**config.mk**
```make
export PLATFORM = sky130hd
export DESIGN_NAME = press_arbiter_flat
export DESIGN_NICKNAME = d
export VERILOG_FILES = /design/src/rtl/press_pkg.sv /design/src/rtl/press_arbiter_if.sv /design/src/rtl/press_tick_gen.sv /design/src/rtl/press_arbiter.sv /design/src/flat_wrapper.sv
export SDC_FILE = /design/constraint.sdc
export NUM_CORES = 1
export LEC_CHECK = 0
export CORE_ASPECT_RATIO = 1.5
export CORE_UTILIZATION = 35
export CTS_CLUSTER_DIAMETER = 30
export CTS_CLUSTER_SIZE = 20
export DETAILED_ROUTE_END_ITERATION = 8
export MAX_ROUTING_LAYER = met4
export PLACE_DENSITY = 0.52
export SLEW_MARGIN = 20
export SYNTH_ARGS = -nofsm -noshare
export SYNTH_HDL_FRONTEND = slang
export SYNTH_HIERARCHICAL = 1
export SYNTH_SLANG_ARGS = --single-unit
```
**constraint.sdc**
```tcl
create_clock -name clk -period 5.5 [get_ports clk]
set_clock_uncertainty 0.15 [all_clocks]
set_input_delay 1.1 -clock clk [delete_from_list [all_inputs] [get_ports clk]]
set_output_delay 1.1 -clock clk [all_outputs]
set_load 0.05 [all_outputs]
```
**src/rtl/press_pkg.sv**
```systemverilog
// Shared types and constants for the press-duration arbiter.
package press_pkg;

  typedef enum logic [1:0] {
    ST_IDLE     = 2'd0,
    ST_HOLD     = 2'd1,
    ST_WAIT_ACK = 2'd2,
    ST_CDOWN    = 2'd3
  } press_state_t;

  typedef logic [1:0] dir_t;

  localparam dir_t DIR_UP    = 2'd0;
  localparam dir_t DIR_DOWN  = 2'd1;
  localparam dir_t DIR_LEFT  = 2'd2;
  localparam dir_t DIR_RIGHT = 2'd3;

  localparam int TIME_W_DEFAULT = 4;

endpackage

```
**src/rtl/press_arbiter_if.sv**
```systemverilog
// Button/event handshake bundle between the button front end, the arbiter and the game logic.
interface press_arbiter_if #(
  parameter int N_BTN  = 4,
  parameter int TIME_W = press_pkg::TIME_W_DEFAULT
);
  import press_pkg::*;

  logic [N_BTN-1:0]  btn;
  logic              ack;
  logic              busy;
  dir_t              owner;
  logic [TIME_W-1:0] press_time;
  logic              evt_valid;
  dir_t              evt_dir;
  logic [TIME_W-1:0] evt_time;

  modport master (
    output btn, ack,
    input  busy, owner, press_time, evt_valid, evt_dir, evt_time
  );

  modport slave (
    input  btn, ack,
    output busy, owner, press_time, evt_valid, evt_dir, evt_time
  );

endinterface

```
**src/rtl/press_tick_gen.sv**
```systemverilog
// Prescaler: one-cycle tick every TICK_DIV enabled cycles, shared by hold timing and cooldown.
module press_tick_gen
  import press_pkg::*;
#(
  parameter int TICK_DIV = 2500000
) (
  input  logic clk,
  input  logic rst,
  input  logic enable,
  input  logic clear,
  output logic tick
);

  localparam int DIV_W = $clog2(TICK_DIV);
  localparam logic [DIV_W-1:0] DIV_LAST = DIV_W'(TICK_DIV - 1);

  logic [DIV_W-1:0] div;

  assign tick = enable && (div == DIV_LAST);

  always_ff @(posedge clk or posedge rst) begin
    if (rst) begin
      div <= '0;
    end else if (clear) begin
      div <= '0;
    end else if (enable) begin
      div <= tick ? '0 : div + 1'b1;
    end
  end

endmodule

```
**src/rtl/press_arbiter.sv**
```systemverilog
// Grants the shared press timer to one button, times the hold, and emits a direction+duration event.
//  state    | meaning
//  IDLE     | no button owns the timer; waiting for any press
//  HOLD     | owner button held; press_time counts prescaled ticks
//  WAIT_ACK | event pending on evt_*; waiting for ack
//  CDOWN    | lockout of COOLDOWN ticks, then wait for all buttons released
module press_arbiter
  import press_pkg::*;
#(
  parameter int N_BTN     = 4,
  parameter int TIME_W    = TIME_W_DEFAULT,
  parameter int TICK_DIV  = 2500000,
  parameter int MIN_PRESS = 1,
  parameter int COOLDOWN  = 2
) (
  input  logic           clk,
  input  logic           rst,
  press_arbiter_if.slave bus
);

  localparam int CD_W = (COOLDOWN < 1) ? 1 : $clog2(COOLDOWN + 1);
  localparam logic [CD_W-1:0]   CD_MAX   = CD_W'(COOLDOWN);
  localparam logic [CD_W-1:0]   CD_LAST  = CD_W'(COOLDOWN - 1);
  localparam logic [TIME_W-1:0] TIME_MAX = {TIME_W{1'b1}};
  localparam logic [TIME_W-1:0] MIN_T    = TIME_W'(MIN_PRESS);

  press_state_t    state;
  logic [CD_W-1:0] cd_cnt;
  logic            tick;
  logic            div_en;
  logic            div_clr;
  logic            cd_done;
  logic            any_btn;
  logic            own_btn;
  dir_t            grant_idx;

  // Lowest index wins on simultaneous presses.
  always_comb begin
    grant_idx = DIR_UP;
    for (int i = N_BTN - 1; i >= 0; i--) begin
      if (bus.btn[i]) grant_idx = dir_t'(i);
    end
  end

  assign any_btn = |bus.btn;
  assign own_btn = bus.btn[bus.owner];

  // Divider restarts on every entry to HOLD or CDOWN; the release cycle never counts.
  assign div_en  = ((state == ST_HOLD) && own_btn) ||
                   ((state == ST_CDOWN) && (cd_cnt != CD_MAX));
  assign div_clr = (state == ST_IDLE) || (state == ST_WAIT_ACK) ||
                   ((state == ST_HOLD) && !own_btn);
  assign cd_done = (cd_cnt == CD_MAX) || ((cd_cnt == CD_LAST) && tick);

  press_tick_gen #(
    .TICK_DIV (TICK_DIV)
  ) u_tick_gen (
    .clk    (clk),
    .rst    (rst),
    .enable (div_en),
    .clear  (div_clr),
    .tick   (tick)
  );

  always_ff @(posedge clk or posedge rst) begin
    if (rst) begin
      state          <= ST_IDLE;
      cd_cnt         <= '0;
      bus.busy       <= 1'b0;
      bus.owner      <= DIR_UP;
      bus.press_time <= '0;
      bus.evt_valid  <= 1'b0;
      bus.evt_dir    <= DIR_UP;
      bus.evt_time   <= '0;
    end else begin
      case (state)
        ST_IDLE: begin
          if (any_btn) begin
            state          <= ST_HOLD;
            bus.busy       <= 1'b1;
            bus.owner      <= grant_idx;
            bus.press_time <= '0;
          end
        end
        ST_HOLD: begin
          if (own_btn) begin
            if (tick && (bus.press_time != TIME_MAX))
              bus.press_time <= bus.press_time + 1'b1;
          end else begin
            bus.owner      <= DIR_UP;
            bus.press_time <= '0;
            cd_cnt         <= '0;
            if (bus.press_time >= MIN_T) begin
              state         <= ST_WAIT_ACK;
              bus.evt_valid <= 1'b1;
              bus.evt_dir   <= bus.owner;
              bus.evt_time  <= bus.press_time;
            end else begin
              state <= ST_CDOWN;
            end
          end
        end
        ST_WAIT_ACK: begin
          if (bus.ack) begin
            state         <= ST_CDOWN;
            bus.evt_valid <= 1'b0;
            cd_cnt        <= '0;
          end
        end
        ST_CDOWN: begin
          if (tick) cd_cnt <= cd_cnt + 1'b1;
          if (cd_done && !any_btn) begin
            state    <= ST_IDLE;
            bus.busy <= 1'b0;
          end
        end
        default: state <= ST_IDLE;
      endcase
    end
  end

endmodule

```
**src/flat_wrapper.sv**
```systemverilog
// flat-port wrapper written by rule: the top's interface ports become plain ports
module press_arbiter_flat import press_pkg::*;
#(
  parameter int N_BTN     = 4,
  parameter int TIME_W    = TIME_W_DEFAULT,
  parameter int TICK_DIV  = 2500000,
  parameter int MIN_PRESS = 1,
  parameter int COOLDOWN  = 2
)
  (clk, rst, bus_btn, bus_ack, bus_busy, bus_owner, bus_press_time, bus_evt_valid, bus_evt_dir, bus_evt_time);
  press_arbiter_if #(.N_BTN(N_BTN), .TIME_W(TIME_W)) bus_i ();
  input  logic clk;
  input  logic rst;
  input wire logic [$bits(bus_i.btn)-1:0] bus_btn;
  input wire logic [$bits(bus_i.ack)-1:0] bus_ack;
  output wire logic [$bits(bus_i.busy)-1:0] bus_busy;
  output wire logic [$bits(bus_i.owner)-1:0] bus_owner;
  output wire logic [$bits(bus_i.press_time)-1:0] bus_press_time;
  output wire logic [$bits(bus_i.evt_valid)-1:0] bus_evt_valid;
  output wire logic [$bits(bus_i.evt_dir)-1:0] bus_evt_dir;
  output wire logic [$bits(bus_i.evt_time)-1:0] bus_evt_time;
  assign bus_i.btn = bus_btn;
  assign bus_i.ack = bus_ack;
  assign bus_busy = bus_i.busy;
  assign bus_owner = bus_i.owner;
  assign bus_press_time = bus_i.press_time;
  assign bus_evt_valid = bus_i.evt_valid;
  assign bus_evt_dir = bus_i.evt_dir;
  assign bus_evt_time = bus_i.evt_time;
  press_arbiter #(.N_BTN(N_BTN), .TIME_W(TIME_W), .TICK_DIV(TICK_DIV), .MIN_PRESS(MIN_PRESS), .COOLDOWN(COOLDOWN)) u_core (.clk(clk), .rst(rst), .bus(bus_i));
endmodule
```
==> flow_summary.ini <==
[cts]
cts_tree = built
ctsResizeCount = 0
clock_path_buffers = 2
clk_pin_slew_worst_paths_ps = 90
numCtsBuffers = 5
clk-insertion-delay-late_ps = 300
hold_buffers = 0
htree_levels = 2
cts_setup_buffers = 0
cts_num_sinks = 40
clock-root-buffer = clkbuf_8

[timing]
setup_violations = 0
worst_slack_ps = 889
fmax_ghz = 0.217
min_period_over_period_pct = 83.8
rsz0062_at_grt = no
worst_pin_slew_ps = 864
setup-tns-final_ps = 0
relSlewSlack_pct = 42.4
finalHoldViolCount = 0
final-max-slew-violation-count = 0
min_period_ps = 4610

[cells_and_area]
num_antenna_cells = 0
fin_nets = 290
seqCellArea_sq_um = 1000
design_area_sq_um = 2820
area_growth_pct = 15.3
multiInputGateArea_sq_um = 1320
nFillCells = 644
post-route-util_pct = 42.5
layout-drive-gt1-share_pct = 8.39

[yosys]
synth_flop_cell = dfrtp_1
ys_seq_elements = 40
ys_async_sr_fraction_pct = 100
synth_edf_count = 0
syn_area_per_cell_sq_um = 9.62
synth_seq_area_share_pct = 41.0
syn_inst = 254
synth_area_sq_um = 2440
synth.distinct_cells = 55
syn_nets = 271
yosys_warnings = 6

[floorplanning]
dieHeight_um = 104
dieArea_sq_um = 7330
ios = 21
start_util_pct = 36.9
die_w_um = 70.2
rows = 36
core-area_sq_um = 6620

[run]
drv_cap = 0

[placed_design]
placed_area_sq_um = 2700
io_buffers = 20
dp_hpwl_um = 4240
place_congestion = 0.859
dp_slack_ps = 620

[power_and_ir_drop]
intPower_uw = 662
p_comb_share_pct = 43.5
p_leak_nw = 1.15
swShare_pct = 40.2
p_seq_share_pct = 33.1
irDropWorstVdd_mv = 0.237
clkPwrFrac_pct = 23.3
cellPowerDensity_nw_per_um2 = 393
power.switching_uw = 446

[setup_path]
cp.arrival_ps = 4650
critPathLaunchType = input pin
r2r_cells = 12
cp.required_ps = 5540
startpoint = bus_btn[1]
path_max_fanout = 15
crit_type = input pin to flip-flop
r2r_end = u_core/state[1]
end_kind = flip-flop
crit_end = u_core/state[1]
reg2reg_slack_ps = 1360
reg2reg_from = u_core/state[1]

[drt]
num_vias = 1977
drtPass1Iterations = 4
routedWlPerCell_um = 16.1
routed_wl_um = 5650
via_per_inst = 5.65
drt_iter0_drc = 77
drc = 0
ant_nets = 0

[outcome]
status = finished, final reports clean

[grt]
grt_max_degree = 23
grt_pass1_wl_um = 9680
grt_overflow = 0
grt_pass1_vias = 1991
track_usage_pct = 17.0
antenna_found_initial = 0

[hold_path]
min_path_type = flip-flop to flip-flop
[placed cells by master, fill, tap and decap left out, drive strengths merged, types with 10 or more instances in the layout]
cell	n
dfrtp	40
nor2	23
clkdlybuf4s50	20
inv	20
nand3	13
a21oi	13
nand2	11
ha	10
xnor2	10
[area by class of cell]
| class | instances | area share (%) |
|---|---|---|
| clock buffers | 6 | 2.93 |
| repair buffers | 21 | 7.37 |
| inverters | 20 | 2.67 |
| flip-flops and latches | 40 | 35.5 |
| well taps | 76 | 3.38 |
| multi-input cells | 185 | 46.7 |
| clock inverters | 2 | 1.38 |
[flip-flops by register name, summed over array words and instances, names as in the netlist]
| name | cells |
|---|---|
| u_core/bus.press_time | 4 |
| u_core/state | 2 |
| u_core/cd_cnt | 2 |
| u_core/u_tick_gen/div | 22 |
| u_core/bus.evt_time | 4 |
| u_core/bus.owner | 2 |
| u_core/bus.evt_dir | 2 |
| u_core/bus.evt_valid | 1 |
| u_core/bus.busy | 1 |
[worst max-delay path, cell delays in order]
cell and delay (ps):
clkdlybuf4s50_1 570, mux2i_1 130, o22ai_1 470, a21o_1 380, nand2_1 140, or4_2 620
nor2_1 430, a21oi_1 170, o21ai_2 200, nand3_1 110, mux2_1 320
[cells in the mapped netlist (all sizes together) (2+ instances only)]
| cell | number | area, sq um |
|---|---|---|
| dfrtp | 40 | 1000 |
| nor2 | 23 | 86.3 |
| inv | 20 | 75.1 |
| a21oi | 13 | 65.1 |
| nand3 | 13 | 65.1 |
| nand2 | 11 | 41.3 |
| ha | 10 | 125 |
| xnor2 | 10 | 87.6 |
| mux2 | 8 | 105 |
| o21ai | 8 | 43.8 |
| nand2b | 7 | 43.8 |
| nand4 | 7 | 43.8 |
| nor4 | 7 | 43.8 |
| clkbuf | 6 | 22.5 |
| mux2i | 6 | 72.6 |
| nor3 | 6 | 30.0 |
| or3 | 6 | 38.8 |
| or4 | 6 | 50.1 |
| a22o | 4 | 35.0 |
| a41o | 3 | 31.3 |
| and3 | 3 | 18.8 |
| and4 | 3 | 26.3 |
| nor3b | 3 | 22.5 |
| nor4b | 3 | 26.3 |
| a31oi | 2 | 12.5 |
| buf | 2 | 16.3 |
| nor2b | 2 | 15.0 |
| o2111ai | 2 | 17.5 |
| o211ai | 2 | 15.0 |
| o22ai | 2 | 12.5 |
| o31ai | 2 | 15.0 |
| xor2 | 2 | 17.5 |
[per-layer routing]
metal	share of wire (%)	GRT usage [%]	routed length, um
met5	0	-	0
met3	2.1	2.42	116
met2	55	31.1	3090
met1	41	18.0	2320
met4	2.1	6.43	116
[power by group through the flow]
| stage | clock network, mW | registers, mW | logic [mW] |
|---|---|---|---|
| 2_1_floorplan | 0 | 0.441 | 0.295 |
| 3_3_place_gp | 0 | 0.373 | 0.483 |
| 3_5_place_dp | 0 | 0.374 | 0.486 |
| 4_1_cts | 0.266 | 0.368 | 0.488 |
| 5_1_grt | 0.279 | 0.373 | 0.523 |
| 6_report | 0.259 | 0.367 | 0.482 |
[cells by family (layout without fill, tap and decap cells)]
family                     Yosys count  in the layout  share of synthesized area [%]
AOI/OAI and AO/OA                   45             45                           12.6
buffers and inverters               29             49                           5.17
and+or+nand+nor                    103            103                           23.7
muxes                               15             15                           8.19
adders and majority gates           10             10                           5.12
DFF                                 40             40                           41.0
xor gates and xnor gates            12             12                           4.30
[how the worst min path moves through the flow]
stage	start	end	slack, ps	depth (start not counted)
after CTS	u_core/bus.evt_time[3]	u_core/bus.evt_time[3]	360	1
after global placement	u_core/bus.evt_dir[1]	u_core/bus.evt_dir[1]	350	1
after floorplan	u_core/cd_cnt[1]	u_core/cd_cnt[1]	350	1
after detailed placement	u_core/bus.evt_time[3]	u_core/bus.evt_time[3]	340	1
after global routing	u_core/bus.evt_time[3]	u_core/bus.evt_time[3]	370	1
final	u_core/bus.evt_time[3]	u_core/bus.evt_time[3]	350	1
[through the flow]
step                      std cells  power, mW  hold WS [ps]
after detailed placement        342      0.860           342
after CTS                       350       1.12           362
final                           350       1.11           354
after global routing            350       1.18           371
after floorplan                 254      0.735           350
after global placement          342      0.857           345
Power figures use the tool's default switching activity.
